<file path="src/rtl/data_cache_ctrl.sv">
// ---------------------------------------------------------------------------
// data_cache_ctrl
//   Direct-mapped, one-word-per-line, write-through / no-write-allocate data
//   cache controller. The data storage lives outside this block as four
//   byte-lane arrays; this block owns the tag and valid arrays and the FSM.
//
// Ports
//   clk_i, rst_i                 clock, synchronous active-high reset
//   cpu_req_i/we_i/addr_i/wdata_i/be_i
//                                CPU request, sampled only in IDLE
//   cpu_busy_o, cpu_ready_o, cpu_rdata_o
//                                CPU status / one-cycle completion + load data
//   mem_req_o/we_o/addr_o/wdata_o/be_o, mem_ack_i, mem_rdata_i
//                                backing-memory request/ack port
//   lane_addr_o/wdata_o/we_o, lane_rdata_i
//                                byte-lane storage arrays (async read)
//   inv_i                        invalidate all lines (honoured in IDLE only)
// ---------------------------------------------------------------------------
module data_cache_ctrl #(
    parameter int ADDR_WIDTH = 3
) (
    input  logic                  clk_i,
    input  logic                  rst_i,
    input  logic                  cpu_req_i,
    input  logic                  cpu_we_i,
    input  logic [31:0]           cpu_addr_i,
    input  logic [31:0]           cpu_wdata_i,
    input  logic [3:0]            cpu_be_i,
    output logic                  cpu_busy_o,
    output logic                  cpu_ready_o,
    output logic [31:0]           cpu_rdata_o,
    output logic                  mem_req_o,
    output logic                  mem_we_o,
    output logic [31:0]           mem_addr_o,
    output logic [31:0]           mem_wdata_o,
    output logic [3:0]            mem_be_o,
    input  logic                  mem_ack_i,
    input  logic [31:0]           mem_rdata_i,
    output logic [ADDR_WIDTH-1:0] lane_addr_o,
    output logic [31:0]           lane_wdata_o,
    output logic [3:0]            lane_we_o,
    input  logic [31:0]           lane_rdata_i,
    input  logic                  inv_i
);
    localparam int NUM_LINES = 1 << ADDR_WIDTH;
    localparam int TAG_W     = 30 - ADDR_WIDTH;

    typedef enum logic [2:0] {IDLE, COMPARE, FILL, WRITE_MEM, RESPOND} state_e;

    state_e                 state_q, state_d;
    logic                   we_q, we_d;
    logic [31:2]            addr_q, addr_d;     // word address; byte offset is never needed
    logic [31:0]            wdata_q, wdata_d;
    logic [3:0]             be_q, be_d;
    logic [31:0]            fill_q, fill_d;
    logic [NUM_LINES-1:0]   valid_q, valid_d;
    logic [TAG_W-1:0]       tag_q [NUM_LINES];
    logic [TAG_W-1:0]       tag_d [NUM_LINES];

    logic [ADDR_WIDTH-1:0]  idx;
    logic [TAG_W-1:0]       tag;
    logic                   hit;

    logic                   unused_addr_lsb;
    assign unused_addr_lsb = ^cpu_addr_i[1:0];

    assign idx = addr_q[ADDR_WIDTH+1:2];
    assign tag = addr_q[31:ADDR_WIDTH+2];
    assign hit = valid_q[idx] && (tag_q[idx] == tag);

    always_comb begin
        state_d      = state_q;
        we_d         = we_q;
        addr_d       = addr_q;
        wdata_d      = wdata_q;
        be_d         = be_q;
        fill_d       = fill_q;
        valid_d      = valid_q;
        tag_d        = tag_q;

        cpu_busy_o   = (state_q != IDLE);
        cpu_ready_o  = 1'b0;
        cpu_rdata_o  = '0;
        mem_req_o    = 1'b0;
        mem_we_o     = 1'b0;
        mem_addr_o   = '0;
        mem_wdata_o  = '0;
        mem_be_o     = '0;
        lane_addr_o  = idx;
        lane_wdata_o = '0;
        lane_we_o    = '0;

        case (state_q)
            IDLE: begin
                if (inv_i) begin
                    valid_d = '0;
                end else if (cpu_req_i) begin
                    we_d    = cpu_we_i;
                    addr_d  = cpu_addr_i[31:2];
                    wdata_d = cpu_wdata_i;
                    be_d    = cpu_be_i;
                    state_d = COMPARE;
                end
            end
            COMPARE: begin
                if (we_q) begin
                    // Write-through: update the line only if present, always go to memory.
                    if (hit) begin
                        lane_we_o    = be_q;
                        lane_wdata_o = wdata_q;
                    end
                    state_d = WRITE_MEM;
                end else if (hit) begin
                    cpu_ready_o = 1'b1;
                    cpu_rdata_o = lane_rdata_i;
                    state_d     = IDLE;
                end else begin
                    state_d = FILL;
                end
            end
            FILL: begin
                mem_req_o  = 1'b1;
                mem_addr_o = {addr_q, 2'b00};
                if (mem_ack_i) begin
                    lane_we_o    = 4'b1111;
                    lane_wdata_o = mem_rdata_i;
                    tag_d[idx]   = tag;
                    valid_d[idx] = 1'b1;
                    fill_d       = mem_rdata_i;
                    state_d      = RESPOND;
                end
            end
            WRITE_MEM: begin
                mem_req_o   = 1'b1;
                mem_we_o    = 1'b1;
                mem_addr_o  = {addr_q, 2'b00};
                mem_wdata_o = wdata_q;
                mem_be_o    = be_q;
                if (mem_ack_i) state_d = RESPOND;
            end
            RESPOND: begin
                cpu_ready_o = 1'b1;
                cpu_rdata_o = we_q ? 32'h0 : fill_q;
                state_d     = IDLE;
            end
            default: state_d = IDLE;
        endcase

        // Reset overrides everything, including outputs of whatever state the
        // FSM happens to be in during the reset cycle.
        if (rst_i) begin
            state_d      = IDLE;
            valid_d      = '0;
            cpu_busy_o   = 1'b0;
            cpu_ready_o  = 1'b0;
            cpu_rdata_o  = '0;
            mem_req_o    = 1'b0;
            mem_we_o     = 1'b0;
            mem_addr_o   = '0;
            mem_wdata_o  = '0;
            mem_be_o     = '0;
            lane_wdata_o = '0;
            lane_we_o    = '0;
        end
    end

    always_ff @(posedge clk_i) begin
        if (rst_i) begin
            state_q <= IDLE;
            we_q    <= 1'b0;
            addr_q  <= '0;
            wdata_q <= '0;
            be_q    <= '0;
            fill_q  <= '0;
            valid_q <= '0;
        end else begin
            state_q <= state_d;
            we_q    <= we_d;
            addr_q  <= addr_d;
            wdata_q <= wdata_d;
            be_q    <= be_d;
            fill_q  <= fill_d;
            valid_q <= valid_d;
        end
    end

    // Tags are qualified by valid bits, so they carry no reset.
    always_ff @(posedge clk_i) begin
        tag_q <= tag_d;
    end

endmodule

</file>
<file path="config.mk">
export PLATFORM = sky130hd
export DESIGN_NAME = data_cache_ctrl
export DESIGN_NICKNAME = d
export VERILOG_FILES = /design/src/rtl/data_cache_ctrl.sv
export SDC_FILE = /design/constraint.sdc
export NUM_CORES = 1
export LEC_CHECK = 0
export CELL_PAD_IN_SITES_DETAIL_PLACEMENT = 0
export CELL_PAD_IN_SITES_GLOBAL_PLACEMENT = 2
export CORE_MARGIN = 2
export CORE_UTILIZATION = 25
export DETAILED_ROUTE_END_ITERATION = 6
export DONT_BUFFER_PORTS = 1
export PLACE_DENSITY = 0.63
export RECOVER_POWER = 50
export SYNTH_ARGS = -nofsm -noshare
export SYNTH_HDL_FRONTEND = slang
export SYNTH_SLANG_ARGS = --single-unit
</file>
<file path="constraint.sdc">
create_clock -name clk_i -period 6.3 [get_ports clk_i]
set_input_delay 1.26 -clock clk_i [delete_from_list [all_inputs] [get_ports clk_i]]
set_output_delay 1.26 -clock clk_i [all_outputs]
set_load 0.03 [all_outputs]
</file>
==> impl_metrics.tcl <==
set metrics [dict create \
    required_ns 5.04 \
    syn2layout_area_growth_pct 15.64 \
    routabilityCongestion 0.7756 \
    setup_ws_ns 0.4393 \
    synthCells 1190 \
    period_share_pct 93.03 \
    drive_above_1_share_pct 16.73 \
    via_per_inst 4.643 \
    synth_top_area_share_pct 46.07 \
    leakage_uw 0.005503 \
    finalSetupViolCount 0 \
    fmax_mhz 170.6 \
    drc 0 \
    port_buffers 0 \
    drt-total-wl_mm 43.48 \
    ios 281 \
    fin_nets 1346 \
    cts_buffers 37 \
    endpoint_kind "output pin" \
    hold_viol 0 \
    critPathArrivalTime_ns 4.60 \
    rows 86 \
    synth_ff_type "edfxtp_1" \
    antenna_found_initial 0 \
    ys.warnings.count 0 \
    yosysSeqAreaShare_pct 61.71 \
    hold_path.class "reg -> reg" \
    ant_nets 0 \
    synthDistinctLibCells 52 \
    cts.path.max_buffers 3 \
    critical_path_class "reg -> out" \
    yosys-top-cells-area "edfxtp_1, dfxtp_1, nand2_1" \
    fin_skew_ns 0.01185 \
    failed_checks "capacitance limit, slew limit" \
    antenna_cells 0 \
    grt_pass1_vias 9545 \
    routedWlPerCell_microns 21.90 \
    drt_iter0_drc 658 \
    synth_area_leader_cell "edfxtp_1" \
    period_minus_slack_ns 5.861 \
    power_density_mw_per_mm2 286.3 \
    grt_pass1_wl_mm 63.65 \
    synth_area_sq_mm 0.01408 \
    slew_headroom_pct -32.38 \
    cts.sinks 326 \
    die_w_microns 241.3 \
    root_buffer "clkbuf_16" \
    dr.pass1.iters 5 \
    drv_cap 4 \
    synth_area_per_cell_sq_um 11.83 \
    initial_core_util_pct 25.41 \
    overflow 0 \
    cts-resized-gates 0 \
    h-tree-depth 2 \
    num_vias 9216 \
    die_height_microns 241.3 \
    post-place-ws_ns 0.8574 \
    synth_seq_cells 326 \
    clock_latency_ns 0.53 \
    dp_hpwl_mm 28.22 \
    drv_slew 116 \
    rsz0062_at_grt "no" \
    tritoncts "yes" \
    fin_setup_tns_ns 0 \
    fp.dieArea_sq_mm 0.05823 \
    core_area_sq_mm 0.05542 \
    status "finished, violations left" \
    synthArstFlopShare_pct 0 \
    grtUsageTotal_pct 14.73 \
    synth_edf_count 216 \
    cts_setup_buffers 0 \
    start_kind "flop" \
    worst_slew_pin_slew_ns 1.986 \
    cp_max_fo 34 \
    clkTransAtPathRegs_ns 0.06 \
    hold_buffers 0 \
    peakVddDrop_mv 0.1535 \
    grt_max_degree 107 \
]
## flip-flops by register name, summed over array words and instances, names as in the netlist
name	cells
tag_q	216
wdata_q	32
valid_q	8
fill_q	32
addr_q	30
be_q	4
state_q	3
we_q	1
## cells in the mapped netlist, types with 2 or more instances
cell type  count
a21oi_1      112
a221o_1        3
a221oi_1       8
a22o_1         4
a22oi_1       10
and2_1        37
and3_1        37
buf_1          4
buf_2          8
buf_4          9
buf_6          9
clkbuf_1      59
dfxtp_1      110
edfxtp_1     216
inv_1         41
mux2_2         9
mux2i_1       43
mux4_2        32
nand2_1      270
nand2b_1       3
nand3_1        3
nand4_1        2
nand4_4        2
nor2_1        17
nor2b_1        5
nor3_1         9
nor4_1         4
nor4_4         2
o21ai_0       13
o21ai_1       30
o22ai_1        7
o22ai_2       30
or3_1          3
xnor2_1        3
xor2_1        19
## worst max-delay path: stages, from the launching register on
cell and delay [ns]:
dfxtp_2 0.83, buf_4 0.36, mux4_2 0.52, mux2i_1 0.18, xor2_1 0.16, nand4_1 0.18, nor4_2 0.48, nand4_4 0.57
o21ai_1 0.74
## cell type report
| class | count | area, sq um |
|---|---|---|
| timing repair buffer | 67 | 511.7 |
| inverter | 42 | 157.7 |
| multi-input combinational | 734 | 4820 |
| sequential | 326 | 8695 |
| clock inverter | 16 | 106.4 |
| tap | 748 | 935.9 |
| clock buffer | 52 | 1055 |
| fill | 5689 | 39140 |
## cell usage in the layout, fill, tap and decap left out, types with 4 or more instances in the layout
cell type and instances:
nand2_1 269, inv_1 41, clkbuf_16 39, mux4_2 32
a221oi_1 8, clkbuf_1 11, mux2_2 9, nor3_1 6
o21ai_1 30, and2_1 37, a22o_1 4, a21oi_1 112
buf_4 65, clkinv_2 5, o22ai_1 7, dfxtp_1 107
a22oi_1 10, nor2_1 15, xor2_1 19, nor4_1 4
clkinv_1 7, nor2b_1 5, o22ai_2 30, edfxtp_1 216
and3_1 36, o21ai_0 13, mux2i_1 43
## logic make-up (layout without fill, tap and decap cells)
logic type,Yosys count,after routing,synth area share [%]
AO/OA/AOI/OAI,224,224,10.43
XOR/XNOR,22,22,1.369
buffers and inverters,131,177,4.284
flip-flops,326,326,61.71
multiplexers,85,85,9.003
other,1,2,0.02664
AND/OR/NAND/NOR,401,401,13.17
## layer usage
| metal | vias to the layer above | track usage (%) | part of all wire [%] |
|---|---|---|---|
| li1 | 4288 | - | - |
| met4 | 0 | 3.199 | 1.4 |
| met3 | 43 | 3.521 | 5.7 |
| met5 | - | 0 | 0 |
| met2 | 272 | 25.46 | 49 |
| met1 | 4613 | 18.65 | 44 |
## worst paths after layout
kind,from,end,slack (ns),depth (start not counted)
worst max-delay path,addr_q[2],cpu_rdata_o[25],0.44,8
worst min-delay path,fill_q[27],fill_q[27],0.45,2
worst max register to register,state_q[1],tag_q[161],1.49,5
worst min register to register,fill_q[27],fill_q[27],0.45,2
## power breakdown
group          leakage [uW]  internal [uW]  switching (uW)
clock              0.000567           1210             863
sequential          0.00310           2300            59.0
combinational       0.00184           81.5             141
## through the flow
stage          instance area, sq um  power [uW]  hold WS, ns  utilization [%]  cells
2_1_floorplan                 14080        2562       0.4285                -   1191
3_3_place_gp                  15140        2634       0.4390            27.33   1917
3_5_place_dp                  15140        2638       0.4449            27.33   1917
4_1_cts                       16310        4732       0.4531            29.42   1985
5_1_grt                       16280        4830       0.4702            29.38   1985
6_report                      16280        4661       0.4513            29.38   1985
(Power assumes the default switching activity.)
